<file path="config.mk">
export PLATFORM = sky130hd
export DESIGN_NAME = music_player
export DESIGN_NICKNAME = d
export VERILOG_FILES = /design/src/rtl/music_player.sv
export SDC_FILE = /design/constraint.sdc
export NUM_CORES = 1
export LEC_CHECK = 0
export BUFFER_PORTS_ARGS = -buffer_cell sky130_fd_sc_hd__buf_2
export CAP_MARGIN = 0
export CORE_ASPECT_RATIO = 2
export CORE_MARGIN = 8
export CORE_UTILIZATION = 36
export DETAILED_ROUTE_END_ITERATION = 8
export HOLD_SLACK_MARGIN = 0.1
export PLACE_DENSITY_LB_ADDON = 0.12
export RECOVER_POWER = 25
export SKIP_LAST_GASP = 1
export SYNTH_ARGS = -nofsm -noshare
export SYNTH_HDL_FRONTEND = slang
export SYNTH_SLANG_ARGS = --single-unit
</file>
<file path="constraint.sdc">
create_clock -name i_clk -period 6.9 [get_ports i_clk]
set_input_delay 1.38 -clock i_clk [delete_from_list [all_inputs] [get_ports i_clk]]
set_output_delay 1.38 -clock i_clk [all_outputs]
set_load 0.005 [all_outputs]
</file>
<file path="src/rtl/music_player.sv">
// music_player
//   Beat sequencer and square-wave synthesiser for an external tone table.
//   The beat index advances at a selectable tempo. Playback can be started,
//   stopped or paused, and can either loop or play once. The current tone in
//   Hz is turned into a 1-bit audio signal by a phase-continuous accumulator.
//
// Ports
//   i_clk       system clock
//   i_rst       synchronous active-high reset
//   i_start     pulse: restart playback from beat 0
//   i_stop      pulse: abort to idle (wins over i_start)
//   i_pause     level: hold playback while high
//   i_loopEn    1 = wrap to beat 0 at song end, 0 = play once
//   i_tempoSel  beat period = BEAT_TICKS >> i_tempoSel
//   o_beatNum   registered index into the tone table
//   i_toneIn    tone for o_beatNum from the table (combinational, same cycle)
//   o_toneOut   registered active tone in Hz
//   o_audio     square wave at o_toneOut Hz
//   o_busy      high while playing or paused
//   o_done      one-cycle pulse when a one-shot song finishes
module music_player #(
    parameter int CLK_HZ     = 100_000_000,
    parameter int BEAT_W     = 9,
    parameter int SONG_LEN   = 260,
    parameter int BEAT_TICKS = 12_500_000,
    parameter int TONE_W     = 32,
    parameter int SILENCE_HZ = 20000
) (
    input  logic              i_clk,
    input  logic              i_rst,
    input  logic              i_start,
    input  logic              i_stop,
    input  logic              i_pause,
    input  logic              i_loopEn,
    input  logic [1:0]        i_tempoSel,
    output logic [BEAT_W-1:0] o_beatNum,
    input  logic [TONE_W-1:0] i_toneIn,
    output logic [TONE_W-1:0] o_toneOut,
    output logic              o_audio,
    output logic              o_busy,
    output logic              o_done
);

    typedef enum logic [1:0] {
        ST_IDLE,
        ST_PLAY,
        ST_PAUSE
    } state_t;

    localparam logic [31:0]       BEAT_TICKS_V = 32'(BEAT_TICKS);
    localparam logic [31:0]       HALF_HZ      = 32'(CLK_HZ / 2);
    localparam logic [BEAT_W-1:0] LAST_BEAT    = BEAT_W'(SONG_LEN - 1);
    localparam logic [TONE_W-1:0] SILENCE      = TONE_W'(SILENCE_HZ);

    state_t              r_state;
    state_t              w_stateNext;
    logic [31:0]         r_tickCnt;
    logic [31:0]         r_acc;
    logic [BEAT_W-1:0]   r_beatNum;
    logic [TONE_W-1:0]   r_toneOut;
    logic                r_audio;
    logic                r_busy;
    logic                r_done;

    logic [31:0]         w_period;
    logic                w_endBeat;
    logic                w_lastBeat;
    logic                w_silent;
    logic [32:0]         w_sum;
    logic [31:0]         w_accWrap;
    logic                w_clear;
    logic                w_run;
    logic                w_doneNext;

    // Tempo can change mid-beat, so the end-of-beat test is ">=": a shorter
    // period selected after the counter has already passed it ends the beat
    // on the very next playing cycle instead of running on.
    // The period is assumed to be at least 1 for every tempo selection.
    assign w_period   = BEAT_TICKS_V >> i_tempoSel;
    assign w_endBeat  = (r_tickCnt >= (w_period - 32'd1));
    assign w_lastBeat = (r_beatNum == LAST_BEAT);

    // A zero tone or anything at/above the silence threshold means "rest".
    // The accumulator adds the tone every cycle and subtracts half the clock
    // rate on overflow, so the output toggles 2*tone times per second on
    // average and keeps its phase across tone changes.
    assign w_silent  = (r_toneOut == '0) || (r_toneOut >= SILENCE);
    assign w_sum     = {1'b0, r_acc} + 33'(r_toneOut);
    assign w_accWrap = 32'(w_sum - {1'b0, HALF_HZ});

    // State register; busy is registered alongside so it matches the state.
    always_ff @(posedge i_clk) begin
        if (i_rst) begin
            r_state <= ST_IDLE;
            r_busy  <= 1'b0;
            r_done  <= 1'b0;
        end else begin
            r_state <= w_stateNext;
            r_busy  <= (w_stateNext != ST_IDLE);
            r_done  <= w_doneNext;
        end
    end

    // Next-state logic with stop > start > pause priority. w_clear zeroes
    // the counters and accumulator, w_run marks a cycle of active playback.
    always_comb begin
        w_stateNext = r_state;
        w_clear     = 1'b0;
        w_run       = 1'b0;
        w_doneNext  = 1'b0;
        if (i_stop) begin
            w_stateNext = ST_IDLE;
            w_clear     = 1'b1;
        end else if (i_start) begin
            w_stateNext = ST_PLAY;
            w_clear     = 1'b1;
        end else begin
            case (r_state)
                ST_PLAY: begin
                    if (i_pause) begin
                        w_stateNext = ST_PAUSE;
                    end else begin
                        w_run = 1'b1;
                        if (w_endBeat && w_lastBeat && !i_loopEn) begin
                            w_stateNext = ST_IDLE;
                            w_clear     = 1'b1;
                            w_doneNext  = 1'b1;
                            w_run       = 1'b0;
                        end
                    end
                end
                ST_PAUSE: begin
                    if (!i_pause) begin
                        w_stateNext = ST_PLAY;
                    end
                end
                default: begin
                    w_stateNext = r_state;
                end
            endcase
        end
    end

    // Beat/tick counters, tone register and accumulator. Outside active
    // playback the counters hold (so a pause resumes mid-beat) while the
    // tone is forced to silence and the audio line is held low.
    always_ff @(posedge i_clk) begin
        if (i_rst) begin
            r_tickCnt <= '0;
            r_beatNum <= '0;
            r_acc     <= '0;
            r_toneOut <= SILENCE;
            r_audio   <= 1'b0;
        end else if (w_clear) begin
            r_tickCnt <= '0;
            r_beatNum <= '0;
            r_acc     <= '0;
            r_toneOut <= SILENCE;
            r_audio   <= 1'b0;
        end else if (w_run) begin
            r_toneOut <= i_toneIn;
            if (w_endBeat) begin
                r_tickCnt <= '0;
                r_beatNum <= w_lastBeat ? '0 : r_beatNum + 1'b1;
            end else begin
                r_tickCnt <= r_tickCnt + 32'd1;
            end
            if (w_silent) begin
                r_acc   <= '0;
                r_audio <= 1'b0;
            end else if (w_sum >= {1'b0, HALF_HZ}) begin
                r_acc   <= w_accWrap;
                r_audio <= ~r_audio;
            end else begin
                r_acc <= w_sum[31:0];
            end
        end else begin
            r_toneOut <= SILENCE;
            r_audio   <= 1'b0;
        end
    end

    assign o_beatNum = r_beatNum;
    assign o_toneOut = r_toneOut;
    assign o_audio   = r_audio;
    assign o_busy    = r_busy;
    assign o_done    = r_done;

endmodule
</file>
**After elaboration in Yosys (flattened, before gate mapping)**

Cells that the tools add are included.

- Register bits after elaboration: 110
- Bits of input ports: 40
- Word-level logic and storage cells: 53

- Add/subtract/negate cells: 5
- Order comparisons: 3
- Equal/unequal tests: 3
- Shifts and indexed selects: 1
- Mux-type cells: 20
- Bitwise gates (word level): 2
- Reduce and logical (&&, ||, !) cells: 11

Operators with widths:

| kind | count |
|---|---|
| $mux 32 | 3 |
| $add 32x32->33 | 1 |
| $ge 33x26->1 const B | 1 |
| $add 32x1->32 const B | 1 |
| $ge 32x15->1 const B | 1 |
| $ge 32x32->1 | 1 |
| $logic_not 32->1 | 1 |
| $shr 24x2->32 const A | 1 |
| $sub 32x1->32 const B | 1 |
| $sub 32x26->32 const B | 1 |
| $mux 1 | 10 |
| $mux 2 | 5 |
| $add 9x1->9 const B | 1 |
| $eq 9x9->1 const B | 1 |
| $mux 9 | 1 |
| $reduce_or 3->1 | 2 |
| $pmux 2 s2 | 1 |
| $reduce_or 4->1 | 1 |
| $eq 2x1->1 const B | 1 |
| $eq 2x2->1 const B | 1 |
| $logic_and 1x1->1 | 2 |
| $not 1->1 | 2 |
| $reduce_and 2->1 | 1 |
| $reduce_bool 2->1 | 1 |
| other kinds (3) | 3 |

**Longest topological paths before layout**

- Depth in word-level cells: 12
- Mapped depth: 18

**Worst setup path after synthesis**

No wires, ideal clock.

- Path kind: input-to-reg
- Start point: input port i_tempoSel[1]
- End point: register r_tickCnt[29]
- Library setup time: 0.128 ns
- Arrival: 4.831 ns
- Path slack: 1.942 ns
- Stages on the path: 17
- Cell sequence: inv_1 -> nor2_1 -> inv_1 -> ha_1 -> ha_1 -> o21ai_0 -> nor2_1 -> o41ai_1 -> a311oi_1 -> nor4_1 -> o21ai_1 -> or4_1 -> nor2_1 -> clkbuf_1 -> nand4_1 -> xor2_1 -> nor2_1

- Cells in the longest elaborated chain, start to end: 11
- Elaborated cells between the ends (all ways): 17
- Those cells by class: add/sub (1); order compare (1); shift (1); mux (11); reduce/logical (3)

Ends and longest elaborated chain:

| element | RTL line | RTL |
|---|---|---|
| from (decl) | 35 | `input logic [1:0] i_tempoSel,` |
| $shr 24x2->32 * | 79 | `assign w_period = BEAT_TICKS_V >> i_tempoSel;` |
| $sub 32x1->32 * | 80 | `assign w_endBeat = (r_tickCnt >= (w_period - 32'd1));` |
| $ge 32x32->1 * | 80 |  |
| $logic_and 1x1->1 (2 in series) | 124 | `if (w_endBeat && w_lastBeat && !i_loopEn) begin` |
| $mux 1 | 124 |  |
| $mux 1 | 120 | `if (i_pause) begin` |
| $mux 1 | 118 | `case (r_state)` |
| $mux 1 | 114 | `end else if (i_start) begin` |
| $mux 1 | 111 | `if (i_stop) begin` |
| $reduce_or 2->1 (no line) | n/a |  |
| to (signal assigned) | 166 | `r_tickCnt <= r_tickCnt + 32'd1;` |
| to (decl) | 57 | `logic [31:0] r_tickCnt;` |

Mark *: on every way between the ends. The rest lies on a longest branch, timed or not.
A chain may end at the register's enable or synchronous reset.

**Worst setup path after layout**

- Start point: input port i_tempoSel[1]
- End point: register r_tickCnt[19]

The elaborated chain is that of the path after synthesis.

==> flow_summary.toml <==
[min_path]
min_from = "r_acc[0]$_SDFFE_PP0P_"
worstHoldPathType = "reg -> reg"
whs_path_depth = 2
hold-path-endpoint = "r_acc[0]$_SDFFE_PP0P_"

[floorplan]
die_h_um = 222
die_width_um = 119
rows = 75
core_area_um2 = 20900
dieArea_um2 = 26500
pin_count = 84
start_util_pct = 36.6

[sta]
finalCriticalPeriod_ps = 5590
rsz0062_at_grt = "no"
final-max-slew-violation-count = 0
tns_ps = 0
fin_skew_ps = 6.18
timing.fmax_mhz = 179
finalCritPeriodShare_pct = 81.0
setup_viol = 0
hold_viol = 0
worstMarginPinSlew_ps = 1050
hold-worst-slack_ps = 467
relSlewSlack_pct = 29.8

[global_routing]
grt_first_pass_wirelength_um = 39400
use_met3_pct = 2.29
antenna_found_initial = 0
grt_busiest_layer = "met2"
grtUsageTotal_pct = 18.8
grt_overflow = 0
grt_max_degree = 32
use_met2_pct = 36.5
grt_pass1_vias = 7348
grt_util_met1_pct = 17.7

[setup_path]
reg2reg_slack_ps = 1880
r2r-start = "o_toneOut[0]$_SDFF_PP0_"
reg2reg_to = "r_acc[9]$_SDFFE_PP0P_"
cp-start-kind = "primary input"
crit_type = "in -> reg"
critPathRequiredTime_ps = 7120
ff2ff_path_depth = 15
critical_path_arrival_ps = 5810
cp-end-kind = "register"
cp_max_fo = 26

[detailed_routing]
totalWireLength_um = 25000
wl_per_cell_um = 19.5
drc = 0
vias_per_cell = 5.61
dr.first_iter.drc_count = 399
drtPass1Iterations = 7
num_vias = 7215
ant_nets = 0

[clock_network]
cts_tree = "built"
cts_buffer_depth = 2
root_buffer = "clkbuf_16"
ctsResizeCount = 0
cts.clk_slew.worst_paths_ps = 70
cts_setup_buffers = 0
tritoncts.num_buffers = 9
cts_max_level = 3
cts.sinks = 110
cts_hold_buf = 0
clk_latency_ps = 350

[power_and_ir_drop]
p_leak_nw = 3.52
power.total_mw = 1.23
ir_drop_mv = 0.119
power_density_nw_per_um2 = 143

[synth]
ys_seq_elements = 110
synth_warnings = 0
async_flop_share_pct = 0
syn-cell-area_um2 = 7660
synth_ff_type = "dfxtp_1"
yosysTopAreaCellShare_pct = 28.8
ys_seq_area_share_pct = 28.8
yosysUniqueCellTypes = 85
synthTopCellsByArea = "dfxtp_1 29%, ha_1 10%, nor2_1 5.5%"
synth_top_area_cell = "dfxtp_1"
synth_edf_count = 0
syn_area_per_cell_um2 = 8.09
synth_cells = 946

[final_layout]
layout.nets = 1118
syn_to_final_growth_pct = 12.0
drive_above_1_share_pct = 10.4
mostFrequentLayoutCells = "111 x nor2_1, 110 x dfxtp_1, 76 x nand2_1, 63 x ha_1, 59 x buf_2"
n_antenna_cell = 0
final_common_cell = "nor2_1"

[placed_design]
dp_hpwl_um = 20300
place.gp.congestion = 0.852
portBuffers = 83

[job]
cap_violations = 0

[outcome]
status = "complete, no violations"
==> cell families after synthesis <==
group	share of synthesized area [%]
adder cells (fa/ha/maj)	10.6
flip-flops	28.8
AO/OA/AOI/OAI	19.6
XOR/XNOR	7.21
other	0.0981
multiplexers	2.27
buffers and inverters	3.48
AND/OR/NAND/NOR	28.0
==> cell type report <==
| cell class | instances | area (µm²) |
|---|---|---|
| Inverter | 24 | 90.1 |
| Clock buffer | 11 | 233 |
| Tap cell | 269 | 337 |
| Fill cell | 2192 | 12400 |
| Multi-Input combinational cell | 781 | 5230 |
| Timing Repair Buffer | 88 | 423 |
| Sequential cell | 110 | 2200 |
| Clock inverter | 2 | 60.1 |
==> routing by layer <==
| layer | routed length, µm | up-vias |
|---|---|---|
| li1 | - | 3583 |
| met1 | 8950 | 3414 |
| met2 | 13900 | 158 |
| met3 | 665 | 60 |
| met4 | 1440 | 0 |
| met5 | 0 | - |
==> critical path, stage by stage <==
cell      delay (ps)
buf_2             80
inv_1             90
nor2_1           260
inv_1            140
ha_1             310
ha_1             200
a211oi_1         220
nor2_1            80
o41ai_1          270
a311oi_1         140
nor4_1           340
buf_4            220
o21ai_2          290
or4_1            640
nor2_1           710
nand4_1          200
xor2_1           190
nor2_1            50
==> registers in the layout, summed over array words and instances, names as in the netlist <==
name	cells
o_audio	1
o_beatNum	9
o_busy	1
o_done	1
o_toneOut	32
r_acc	32
r_state	2
r_tickCnt	32
==> per-stage QoR <==
step / util, % / instances / instance area (µm²) / worst slack, ps
2_1_floorplan: - / 953 / 7680 / 1940
3_3_place_gp: 39.7 / 1272 / 8310 / 982
3_5_place_dp: 39.7 / 1272 / 8310 / 915
4_1_cts: 41.1 / 1285 / 8600 / 1270
5_1_grt: 41.0 / 1285 / 8570 / 845
6_report: 41.0 / 1285 / 8570 / 1310
==> synthesized netlist by cell type, drive strengths merged, types with 6 or more instances <==
master,n
nor3,24
nor2b,7
and3,15
a21o,11
and2,42
nor2,113
nor4b,6
a211oi,16
or3,15
nand4,19
o21a,6
dfxtp,110
ha,63
a31oi,8
and4,9
inv,24
mux2i,14
xor2,40
clkbuf,22
or2,6
nand2,76
nor4,15
buf,16
nand2b,10
a211o,7
o211ai,7
o21ai,39
a21oi,44
a22o,7
nand3,47
xnor2,23
==> power breakdown <==
part           switching (mW)  internal, mW
Clock                   0.231         0.313
Combinational          0.0291        0.0193
Sequential            0.00132         0.636
Total                   0.261         0.968
==> worst max path at each step <==
stage / start / end / slack, ps / cells past startpoint
final: i_tempoSel[1] / r_tickCnt[19]$_SDFFE_PP0P_ / 1310 / 18
after global routing: i_tempoSel[1] / r_tickCnt[21]$_SDFFE_PP0P_ / 850 / 18
after CTS: i_tempoSel[1] / r_tickCnt[19]$_SDFFE_PP0P_ / 1270 / 18
after detailed placement: i_tempoSel[1] / r_tickCnt[19]$_SDFFE_PP0P_ / 920 / 18
after global placement: i_tempoSel[1] / r_tickCnt[19]$_SDFFE_PP0P_ / 980 / 18
after floorplan: i_tempoSel[1] / r_tickCnt[29]$_SDFFE_PP0P_ / 1940 / 17
Note: power is estimated with default switching activity, not from simulation.
